## src/rtl/craft_round_core.sv

```systemverilog
// rtl/craft_round_core.sv - iterative CRAFT-64 round datapath, one round per clock
//
// Purpose: encrypts one 64-bit block using round tweakeys supplied combinationally
// by an external key schedule. Plaintext enters through a valid/ready handshake and
// the ciphertext is held under valid/ready until the consumer takes it.
//
// Ports:
//   CLK100MHZ    in   1   clock
//   CPU_RESET    in   1   asynchronous active-high reset
//   pt_i         in  64   plaintext, nibble I0 = [63:60] ... I15 = [3:0]
//   in_valid_i   in   1   plaintext valid
//   in_ready_o   out  1   high only while idle
//   round_o      out  8   round index driven to the key schedule (0 outside RUN)
//   tk_i         in  64   round tweakey for round_o, used in the same cycle
//   ct_o         out 64   ciphertext
//   out_valid_o  out  1   high only while holding a finished ciphertext
//   out_ready_i  in   1   consumer accepts ct_o

module craft_round_core #(
    parameter int NR = 32
) (
    input  logic        CLK100MHZ,
    input  logic        CPU_RESET,
    input  logic [63:0] pt_i,
    input  logic        in_valid_i,
    output logic        in_ready_o,
    output logic [7:0]  round_o,
    input  logic [63:0] tk_i,
    output logic [63:0] ct_o,
    output logic        out_valid_o,
    input  logic        out_ready_i
);

    localparam logic [1:0] IDLE = 2'd0;
    localparam logic [1:0] RUN  = 2'd1;
    localparam logic [1:0] DONE = 2'd2;

    localparam logic [7:0] LAST_RND = 8'(NR - 1);

    logic [1:0]  state;
    logic [63:0] s;
    logic [7:0]  rnd;
    logic [3:0]  a;
    logic [2:0]  b;

    logic [63:0] mc_s;
    logic [63:0] atk_s;
    logic [63:0] nxt_s;
    logic        last_rnd;

    function automatic logic [3:0] sbox(input logic [3:0] x);
        case (x)
            4'h0: sbox = 4'hC;
            4'h1: sbox = 4'hA;
            4'h2: sbox = 4'hD;
            4'h3: sbox = 4'h3;
            4'h4: sbox = 4'hE;
            4'h5: sbox = 4'hB;
            4'h6: sbox = 4'hF;
            4'h7: sbox = 4'h7;
            4'h8: sbox = 4'h8;
            4'h9: sbox = 4'h9;
            4'hA: sbox = 4'h1;
            4'hB: sbox = 4'h5;
            4'hC: sbox = 4'h0;
            4'hD: sbox = 4'h2;
            4'hE: sbox = 4'h4;
            default: sbox = 4'h6;
        endcase
    endfunction

    // Destination nibble position for source nibble i under the permutation.
    function automatic int pn_pos(input int i);
        case (i)
            0:  pn_pos = 15;
            1:  pn_pos = 12;
            2:  pn_pos = 13;
            3:  pn_pos = 14;
            4:  pn_pos = 10;
            5:  pn_pos = 9;
            6:  pn_pos = 8;
            7:  pn_pos = 11;
            8:  pn_pos = 6;
            9:  pn_pos = 5;
            10: pn_pos = 4;
            11: pn_pos = 7;
            12: pn_pos = 1;
            13: pn_pos = 2;
            14: pn_pos = 3;
            default: pn_pos = 0;
        endcase
    endfunction

    assign in_ready_o  = (state == IDLE);
    assign out_valid_o = (state == DONE);
    assign round_o     = (state == RUN) ? rnd : 8'd0;
    assign last_rnd    = (rnd == LAST_RND);

    // MixColumn reads only the registered state, so every right-hand side is pre-MC.
    always_comb begin
        mc_s = s;
        for (int c = 0; c < 4; c++) begin
            mc_s[63-4*c -: 4]     = s[63-4*c -: 4] ^ s[63-4*(c+8) -: 4] ^ s[63-4*(c+12) -: 4];
            mc_s[63-4*(c+4) -: 4] = s[63-4*(c+4) -: 4] ^ s[63-4*(c+12) -: 4];
        end
    end

    // Round constants land on I4 (a) and I5 (b), then the round tweakey.
    always_comb begin
        atk_s = mc_s ^ tk_i;
        atk_s[47:44] = atk_s[47:44] ^ a;
        atk_s[43:40] = atk_s[43:40] ^ {1'b0, b};
    end

    // PN and SB fused: each nibble is substituted on its way to its new slot.
    always_comb begin
        nxt_s = '0;
        for (int i = 0; i < 16; i++) begin
            nxt_s[63-4*pn_pos(i) -: 4] = sbox(atk_s[63-4*i -: 4]);
        end
    end

    always_ff @(posedge CLK100MHZ or posedge CPU_RESET) begin
        if (CPU_RESET) begin
            state <= IDLE;
            s     <= '0;
            rnd   <= '0;
            a     <= 4'h1;
            b     <= 3'h1;
            ct_o  <= '0;
        end else begin
            case (state)
                IDLE: begin
                    if (in_valid_i) begin
                        s     <= pt_i;
                        rnd   <= '0;
                        a     <= 4'h1;
                        b     <= 3'h1;
                        state <= RUN;
                    end
                end
                RUN: begin
                    if (last_rnd) begin
                        // Final round stops after the tweakey addition.
                        ct_o  <= atk_s;
                        state <= DONE;
                    end else begin
                        s   <= nxt_s;
                        rnd <= rnd + 8'd1;
                        a   <= {a[0] ^ a[1], a[3:1]};
                        b   <= {b[0] ^ b[1], b[2:1]};
                    end
                end
                DONE: begin
                    if (out_ready_i) begin
                        state <= IDLE;
                    end
                end
                default: state <= IDLE;
            endcase
        end
    end

endmodule

```

## config.mk

```make
export PLATFORM = sky130hd
export DESIGN_NAME = craft_round_core
export DESIGN_NICKNAME = d
export VERILOG_FILES = /design/src/rtl/craft_round_core.sv
export SDC_FILE = /design/constraint.sdc
export NUM_CORES = 1
export LEC_CHECK = 0
export CORE_MARGIN = 1.5
export CORE_UTILIZATION = 45
export DETAILED_ROUTE_END_ITERATION = 8
export GPL_ROUTABILITY_DRIVEN = 0
export PLACE_DENSITY = 0.75
export SYNTH_ARGS = -nofsm -noshare
export SYNTH_HDL_FRONTEND = slang
export SYNTH_SLANG_ARGS = --single-unit
```

## constraint.sdc

```tcl
create_clock -name CLK100MHZ -period 6.08 [get_ports CLK100MHZ]
set_clock_uncertainty 0.2 [all_clocks]
set_input_delay 1.216 -clock CLK100MHZ [delete_from_list [all_inputs] [get_ports CLK100MHZ]]
set_output_delay 1.216 -clock CLK100MHZ [all_outputs]
set_load 0.005 [all_outputs]
```

* Word-level counts from Yosys, hierarchy flattened
Memory sizes are Yosys's and may differ from the RTL's.
Index checks and enable logic that the tools add are counted.
Widths: inputs -> output; s select.
** Cells by class
- Add/subtract/negate cells :: 1
- Eq/ne operators :: 7
- Multiplexer cells :: 17
- Bitwise logic cells :: 17
- Reduce and logical (&&, ||, !) cells :: 5
** Operator list (count)
- $mux 64 :: 2
- $pmux 64 s2 :: 1
- $xor 64x64->64 :: 1
- $xor 4x4->4 :: 13
- $mux 8 :: 3
- $pmux 8 s2 :: 1
- $add 8x1->8 const B :: 1
- $eq 8x5->1 const B :: 1
- $mux 4 :: 2
- $pmux 4 s2 :: 1
- $mux 2 :: 3
- $mux 3 :: 2
- $ne 2x2->1 const B :: 3
- $pmux 2 s3 :: 1
- $pmux 3 s2 :: 1
- $reduce_and 3->1 :: 2
- $xor 4x3->4 :: 1
- $eq 2x1->1 const B :: 1
- $eq 2x2->1 const B :: 1
- $logic_not 2->1 :: 1
- $ne 2x1->1 const B :: 1
- $reduce_and 2->1 :: 1
- $reduce_bool 2->1 :: 1
- $xor 1x1->1 :: 2
** Word-level totals
- Flip-flop bits (word level) :: 145
- Memory bits (read-only) :: 1024
- Bits of input ports :: 132
- Output and inout bits :: 74
- Logic and storage cells :: 69
- Memories :: 16
** Memory list
- (no name shown) :: words 16, width 4, read ports 1, clocked after Yosys merged registers in 0, write ports 0, RTL line 52 : case (x)
- (no name shown) :: words 16, width 4, read ports 1, clocked after Yosys merged registers in 0, write ports 0, RTL line 52
- (no name shown) :: words 16, width 4, read ports 1, clocked after Yosys merged registers in 0, write ports 0, RTL line 52
- (no name shown) :: words 16, width 4, read ports 1, clocked after Yosys merged registers in 0, write ports 0, RTL line 52
- (no name shown) :: words 16, width 4, read ports 1, clocked after Yosys merged registers in 0, write ports 0, RTL line 52
- (no name shown) :: words 16, width 4, read ports 1, clocked after Yosys merged registers in 0, write ports 0, RTL line 52
- 10 more memories

* Logic depth before layout (Yosys ltp)
Gate-level depths: netlist of run 1.
An unclocked memory read counts as a cell.
- Depth in word-level cells :: 7
- Depth in mapped cells :: 9
- Gate-level depth less buffers :: 8

* Worst setup path after synthesis of run 1
No wires, ideal clock.
- Path type :: flip-flop to output port
- Start :: register state[0]
- End :: output port round_o[2]
- Arrival time :: 1.107 ns
- Data required time :: 4.664 ns
- Path slack :: 3.557 ns
- Stages on the path, launching flop included :: 5
- Cell sequence :: dfrtp_1 > nor2b_1 > buf_2 > clkbuf_1 > and2_2
** On the way
- Word-level cells in the longest chain between the ends :: 2
** RTL lines
- start: declaration :: RTL line 40 : logic [1:0] state;
- start signal: assignment :: RTL line 125 : state <= IDLE;
- start signal: assignment :: RTL line 139 : state <= RUN;
- start signal: assignment :: RTL line 146 : state <= DONE;
- $eq 2x1->1 :: RTL line 96 : assign round_o = (state == RUN) ? rnd : 8'd0;
- $mux 8 :: RTL line 96
- end: declaration :: RTL line 27 : output logic [7:0] round_o,
Every way passes these cells.

* Worst setup path in the final report of run 1
Ends and elaborated chain as after synthesis.

==> run metrics, run 1 <==
switching fraction of total power 0.4208; via/cell ratio between 5 and 6; share of synthesized registers carrying an async set or reset 1.000; Die ar. ~18000 um2; RSZ-0062 raised after global routing no; final setup vio count 0; power share of the clock group 0.156; Worst-path clk slew 0.06 ns; H-tree levels 4; root buffer selected by CTS clkbuf_16; core region area between 15000 and 20000 um2; Mean Syn Cell Area just under 10 um2; Comb power frac 0.546; Max Fanout on Critical Path 17; syn nets approximately 900; Static Leak 4.180 nW; Final ANT Viol Nets 0; vias in the first global route roughly 6300; Slew Limit Headroom 0.2780; post-CTS sizing 0; Iter 0 DRT Violations 430; synth unique cells 44; Slew Viols, Final 0; minimum clock period between 3 and 4 ns; Seq pwr share 0.299; post-route DRC violation count 0; Hold WC Path Type flop to flop; Die Y ~130 um; Max Root-Sink Buffers 2; Synth Warn # 0; largest net degree at the start of global routing 95; Post-Syn Area 7644 um2; Yosys reg bits roughly 150; setup repair bufs after CTS 0; fin nets 1094; MaxCap Viol Count 0; layout cells sized above 1 0.07700; Post-synth EDFFs 0; leading cell type in the layout, fill and taps excluded clkdlybuf4s50_1; first-pass GRT wire length between 30000 and 40000 um; GR Util All Layers 0.2553; Avg WL per Cell 18.78 um; crit end category primary output; Final period util 0.6294; Post-CTS Hold Fix Bufs 0; ANT cells 0; Starting Density 0.4609; Max IR drop VDD 0.0002710 V; DIE WIDTH about 130 um; Setup CP Type flop to primary output; Setup TNS 0 ns; measured slew at the worst slew-check pin around 1.1 ns; type of origin of the critical path flop; Switching Power 2.848 mW; internal power just under 4 mW; DRT Wirelength 22430 um; Achievable Freq between 0.2 and 0.3 GHz; clock tree sinks 145; Remaining Overflow, GRT 0; Arr. time, crit path around 2.4 ns; WP data required about 4.7 ns; status finished clean; Row Count 47; Hold Fails Final Rpt 0; final core occ 0.6271; I/O pin cnt 206; Primary FF master, synth dfrtp_1; CTS tree done; Via Count about 6500; most frequent cells in the layout 205 x clkdlybuf4s50_1, 143 x dfrtp_1, 130 x o21ai_0; total CTS buffers 17; Area Growth Syn to Fin 36.06%; 1st-pass router iterations 5; register area share after synthesis 0.4750; hpwl dp between 15000 and 20000 um; number of port buffers 205; PwrDens ~650 nW/um2; Gate Count Post-Synth 775; latest clock arrival within the worst-skew pair 0.42 ns; initial antenna violation count 0; Filler Cells Inserted around 1400
cells in the mapped netlist, types with 2 or more instances:
| master | n | area share |
|---|---|---|
| nor3_1 | 2 | 0.0013 |
| a21oi_1 | 44 | 0.029 |
| xnor2_1 | 101 | 0.12 |
| buf_2 | 26 | 0.017 |
| buf_6 | 2 | 0.0029 |
| xor2_1 | 43 | 0.049 |
| dfstp_2 | 2 | 0.0069 |
| o21ai_0 | 130 | 0.085 |
| a22o_2 | 4 | 0.0052 |
| o22a_1 | 2 | 0.0023 |
| nand2b_1 | 2 | 0.0016 |
| a221o_1 | 16 | 0.021 |
| o21ai_2 | 6 | 0.0069 |
| a21boi_0 | 8 | 0.0079 |
| o31ai_1 | 2 | 0.0020 |
| dfrtp_1 | 143 | 0.47 |
| a222oi_1 | 9 | 0.012 |
| inv_1 | 10 | 0.0049 |
| nor2_1 | 41 | 0.020 |
| nand3_1 | 4 | 0.0026 |
| maj3_1 | 2 | 0.0026 |
| nand2_1 | 84 | 0.041 |
| o221ai_1 | 8 | 0.0092 |
| and2_1 | 8 | 0.0065 |
| mux2_2 | 15 | 0.022 |
| a22oi_1 | 29 | 0.028 |
| clkbuf_1 | 15 | 0.0074 |
per-layer routing:
| layer | up-vias | global-route usage | share of wire |
|---|---|---|---|
| met5 | - | 0 | 0 |
| li1 | 3103 | - | - |
| met4 | 0 | 0.08937 | 0.021 |
| met1 | 3119 | 0.3491 | 0.44 |
| met2 | 264 | 0.4056 | 0.47 |
| met3 | 31 | 0.05213 | 0.069 |
kinds of logic after synthesis:
kind of cell / Yosys count / share of synthesized area
adders and majority gates: 3 / 0.004256
muxes: 15 / 0.02210
xor gates and xnor gates: 144 / 0.1650
DFF: 145 / 0.4750
and+or+nand+nor: 149 / 0.08381
buffers and inverters: 55 / 0.03470
AOI/OAI and AO/OA: 264 / 0.2151
path summary, 6_finish.rpt:
path                              end  slack (ns)  cells past startpoint       from
setup / recovery           round_o[2]        2.25                      4   state[0]
hold / removal                ct_o[7]        0.27                      2    ct_o[7]
setup reg to reg               rnd[4]        2.92                      9     rnd[0]
hold reg to reg               ct_o[7]        0.27                      2    ct_o[7]
max in group asynchronous    ct_o[19]        3.59                      3  CPU_RESET
min in group asynchronous     ct_o[4]        1.00                      2  CPU_RESET
flip-flops by register name, indices dropped and copies added (netlist names):
register	flops
a	4
ct_o	64
s	64
rnd	8
state	2
b	3
layout make-up:
type	count	area, um2	area share
Clock buffer	20	466.7	0.04487
Clock inverter	12	132.6	0.01275
Inverter	11	46.29	0.004451
Multi-Input combinational cell	575	3751	0.3607
Sequential cell	145	3631	0.3491
Tap cell	220	275.3	0.02647
Timing Repair Buffer	211	2097	0.2016
through the flow:
stage	cells	area, um2	hold slack, ns	total power, mW	setup slack [ns]
6_report	1194	10400	0.2746	6.769	2.253
5_1_grt	1194	10400	0.3094	7.307	2.086
4_1_cts	1194	10400	0.2852	6.790	2.236
3_5_place_dp	1162	9801	0.2724	5.709	2.222
3_3_place_gp	1162	9801	0.2606	5.607	2.269
2_1_floorplan	775	7644	0.2692	4.462	0.7727
worst max-delay path, cell delays in order (launching register included):
cell,delay (ns)
dfrtp_1,0.44
nor2b_2,0.55
buf_4,0.34
and2_2,0.17
clkdlybuf4s50_1,0.49
power groups by stage:
stage,logic (mW),clock network [mW],registers (mW)
after floorplan,2.62,0,1.84
after global placement,3.59,0,2.02
after detailed placement,3.68,0,2.03
after CTS,3.70,1.07,2.02
after global routing,4.12,1.11,2.08
final,3.69,1.05,2.02
Power figures use the tool's default switching activity.
==> inputs of run 2 (changes only) <==
Settings changed: CORE_UTILIZATION 45 to 44, PLACE_DENSITY 0.75 to 0.77.
Clock period 6.08 ns to 3.4 ns, I/O delays scaled along.
==> run metrics, run 2 (synthesis results as in run 1) <==
status finished clean; GRT met2 Usage 0.4020 (-0.003590); Final ANT Viol Nets 0 (unchanged); measured slew at the worst slew-check pin 0.6706 ns (-0.4100 ns); type of origin of the critical path flop; leading cell type in the layout, fill and taps excluded clkdlybuf4s50_1; Static Leak 4.236 nW (+1.3%); minimum clock period between 2 and 3 ns; CTS tree done; crit-path cells nor2b_2 -> and2_2 -> clkdlybuf4s50_1; R2R depth 5 (-4); RR Endpoint ct_o[53]; WP data required 2.52 ns (-2.14 ns); first-pass GRT wire length 34800 um (+0.78%); Via Count 6528 (+0.17%); Setup TNS 0 ns (unchanged); met1 Usage GRT 0.3426 (-0.006447); Remaining Overflow, GRT 0 (unchanged); total CTS buffers 17 (unchanged); layout cells sized above 1 0.07984 (+0.002834); Hold Startpoint ct_o[10]; PwrDens 1161 nW/um2 (+78%); Die Y 134.8 um (+1.1%); Iter 0 DRT Violations 390 (-9.3%); hold depth 2 (unchanged); largest net degree at the start of global routing 98 (+3.2%); H-tree levels 4 (unchanged); Avg WL per Cell 18.74 um (-0.21%); GR Util All Layers 0.2543 (-0.001005); hold slack 0.2760 ns (+0.001423 ns); Worst path max stage delay 0.49 ns (-0.06 ns); MaxCap Viol Count 0 (unchanged); Max Root-Sink Buffers 2 (unchanged); root buffer selected by CTS clkbuf_16; Slowest-stage cell, CP clkdlybuf4s50_1; Hold Fails Final Rpt 0 (unchanged); most frequent cells in the layout 205 x clkdlybuf4s50_1, 143 x dfrtp_1, 130 x o21ai_0; post-route DRC violation count 0 (unchanged); fin nets 1098 (+0.37%); Slew Viols, Final 0 (unchanged); via/cell ratio 5.431 (-0.50%); gr busiest metal met2; Hold WC Path Type flop to flop; crit end category primary output; DRT Wirelength 22530 um (+0.46%); Die ar. 18170 um2 (+2.2%); Final period util 0.8421; Hold EP ct_o[10]; Reg-to-Reg Start state[0]; clock tree sinks 145 (unchanged); Area Growth Syn to Fin 37.37%; Max Fanout on Critical Path 10 (-7); Post-CTS Hold Fix Bufs 0 (unchanged); number of port buffers 205 (unchanged); M3 GR Usage 0.05443 (+0.002299); RSZ-0062 raised after global routing no; hpwl dp 16870 um (+3.1%); Starting Density 0.4466 (-0.01435); vias in the first global route 6375 (+0.52%); reg2reg setup slack 1.00 ns (-1.92 ns); core region area 17120 um2 (+3.2%); final setup vio count 0 (unchanged); initial antenna violation count 0 (unchanged); post-CTS sizing 0 (unchanged); I/O pin cnt 206 (unchanged); Max IR drop VDD 0.0006569 V (+140%); Slew Limit Headroom 0.5529 (+0.2749); setup repair bufs after CTS 0 (unchanged); Largest regs ct_o: 64 flops, s: 64 flops, rnd: 8 flops; Worst-path clk slew 0.06 ns (about the same); Arr. time, crit path 1.98 ns (-0.43 ns); 1st-pass router iterations 5 (unchanged); ANT cells 0 (unchanged); Row Count 48 (+2.1%); Setup CP Type flop to primary output; DIE WIDTH 134.8 um (+1.1%); Achievable Freq 0.3493 GHz; latest clock arrival within the worst-skew pair 0.42 ns (about the same)
==> run 2: cell count changes in the layout (fill, tap and decap cells not counted) <==
cell / delta
buf_4: -2
buf_12: +6
clkinv_2: +3
clkinvlp_4: -3
inv_6: -2
clkbuf_8: +1
==> run 2: worst max-delay path: cells and delay by family, from the launching register on <==
| kind | cells | cell delay (ns) |
|---|---|---|
| buffers and inverters | 1 | 0.49 |
| DFF | 1 | 0.47 |
| and+or+nand+nor | 2 | 0.61 |
==> run 2: power by group <==
group	switching [mW]	internal [mW]
clock network	0.719	1.15
logic	3.46	3.24
registers	0.930	2.69
total	5.11	7.08
==> run 2: metal layers <==
layer | share of wire | up-vias
li1 | - | 3109
met1 | 0.44 | 3121
met2 | 0.47 | 253
met3 | 0.064 | 45
met4 | 0.029 | 0
met5 | 0 | -
==> run 2: final cells by class <==
cell class / count / area (um2)
multi-input combinational: 575 / 3751
timing repair buffer: 215 / 2202
tap: 225 / 281.5
clock buffer: 21 / 480.5
fill: 1466 / 6616
inverter: 11 / 45.04
sequential: 145 / 3631
clock inverter: 10 / 108.9
==> run 2: worst max-delay path by stage <==
stage | startpoint | end | slack [ns] | cells after the start
2_1_floorplan | CPU_RESET | a[1] | 0.70 | 1
3_3_place_gp | in_valid_i | rnd[4] | 0.89 | 9
3_5_place_dp | tk_i[50] | s[6] | 0.81 | 6
4_1_cts | state[0] | round_o[2] | 0.53 | 3
5_1_grt | state[0] | round_o[2] | 0.45 | 3
6_report | state[0] | round_o[2] | 0.54 | 3
==> run 2: stage by stage <==
step,power (mW),cells,worst slack (ns),area (um2),util
floorplan,7.979,775,0.7026,7647,-
global placement,10.07,1171,0.8936,9911,0.5790
detailed placement,10.30,1171,0.8088,9911,0.5790
CTS,12.21,1202,0.5266,10500,0.6135
global route,13.17,1202,0.4454,10500,0.6135
finish,12.19,1202,0.5368,10500,0.6135
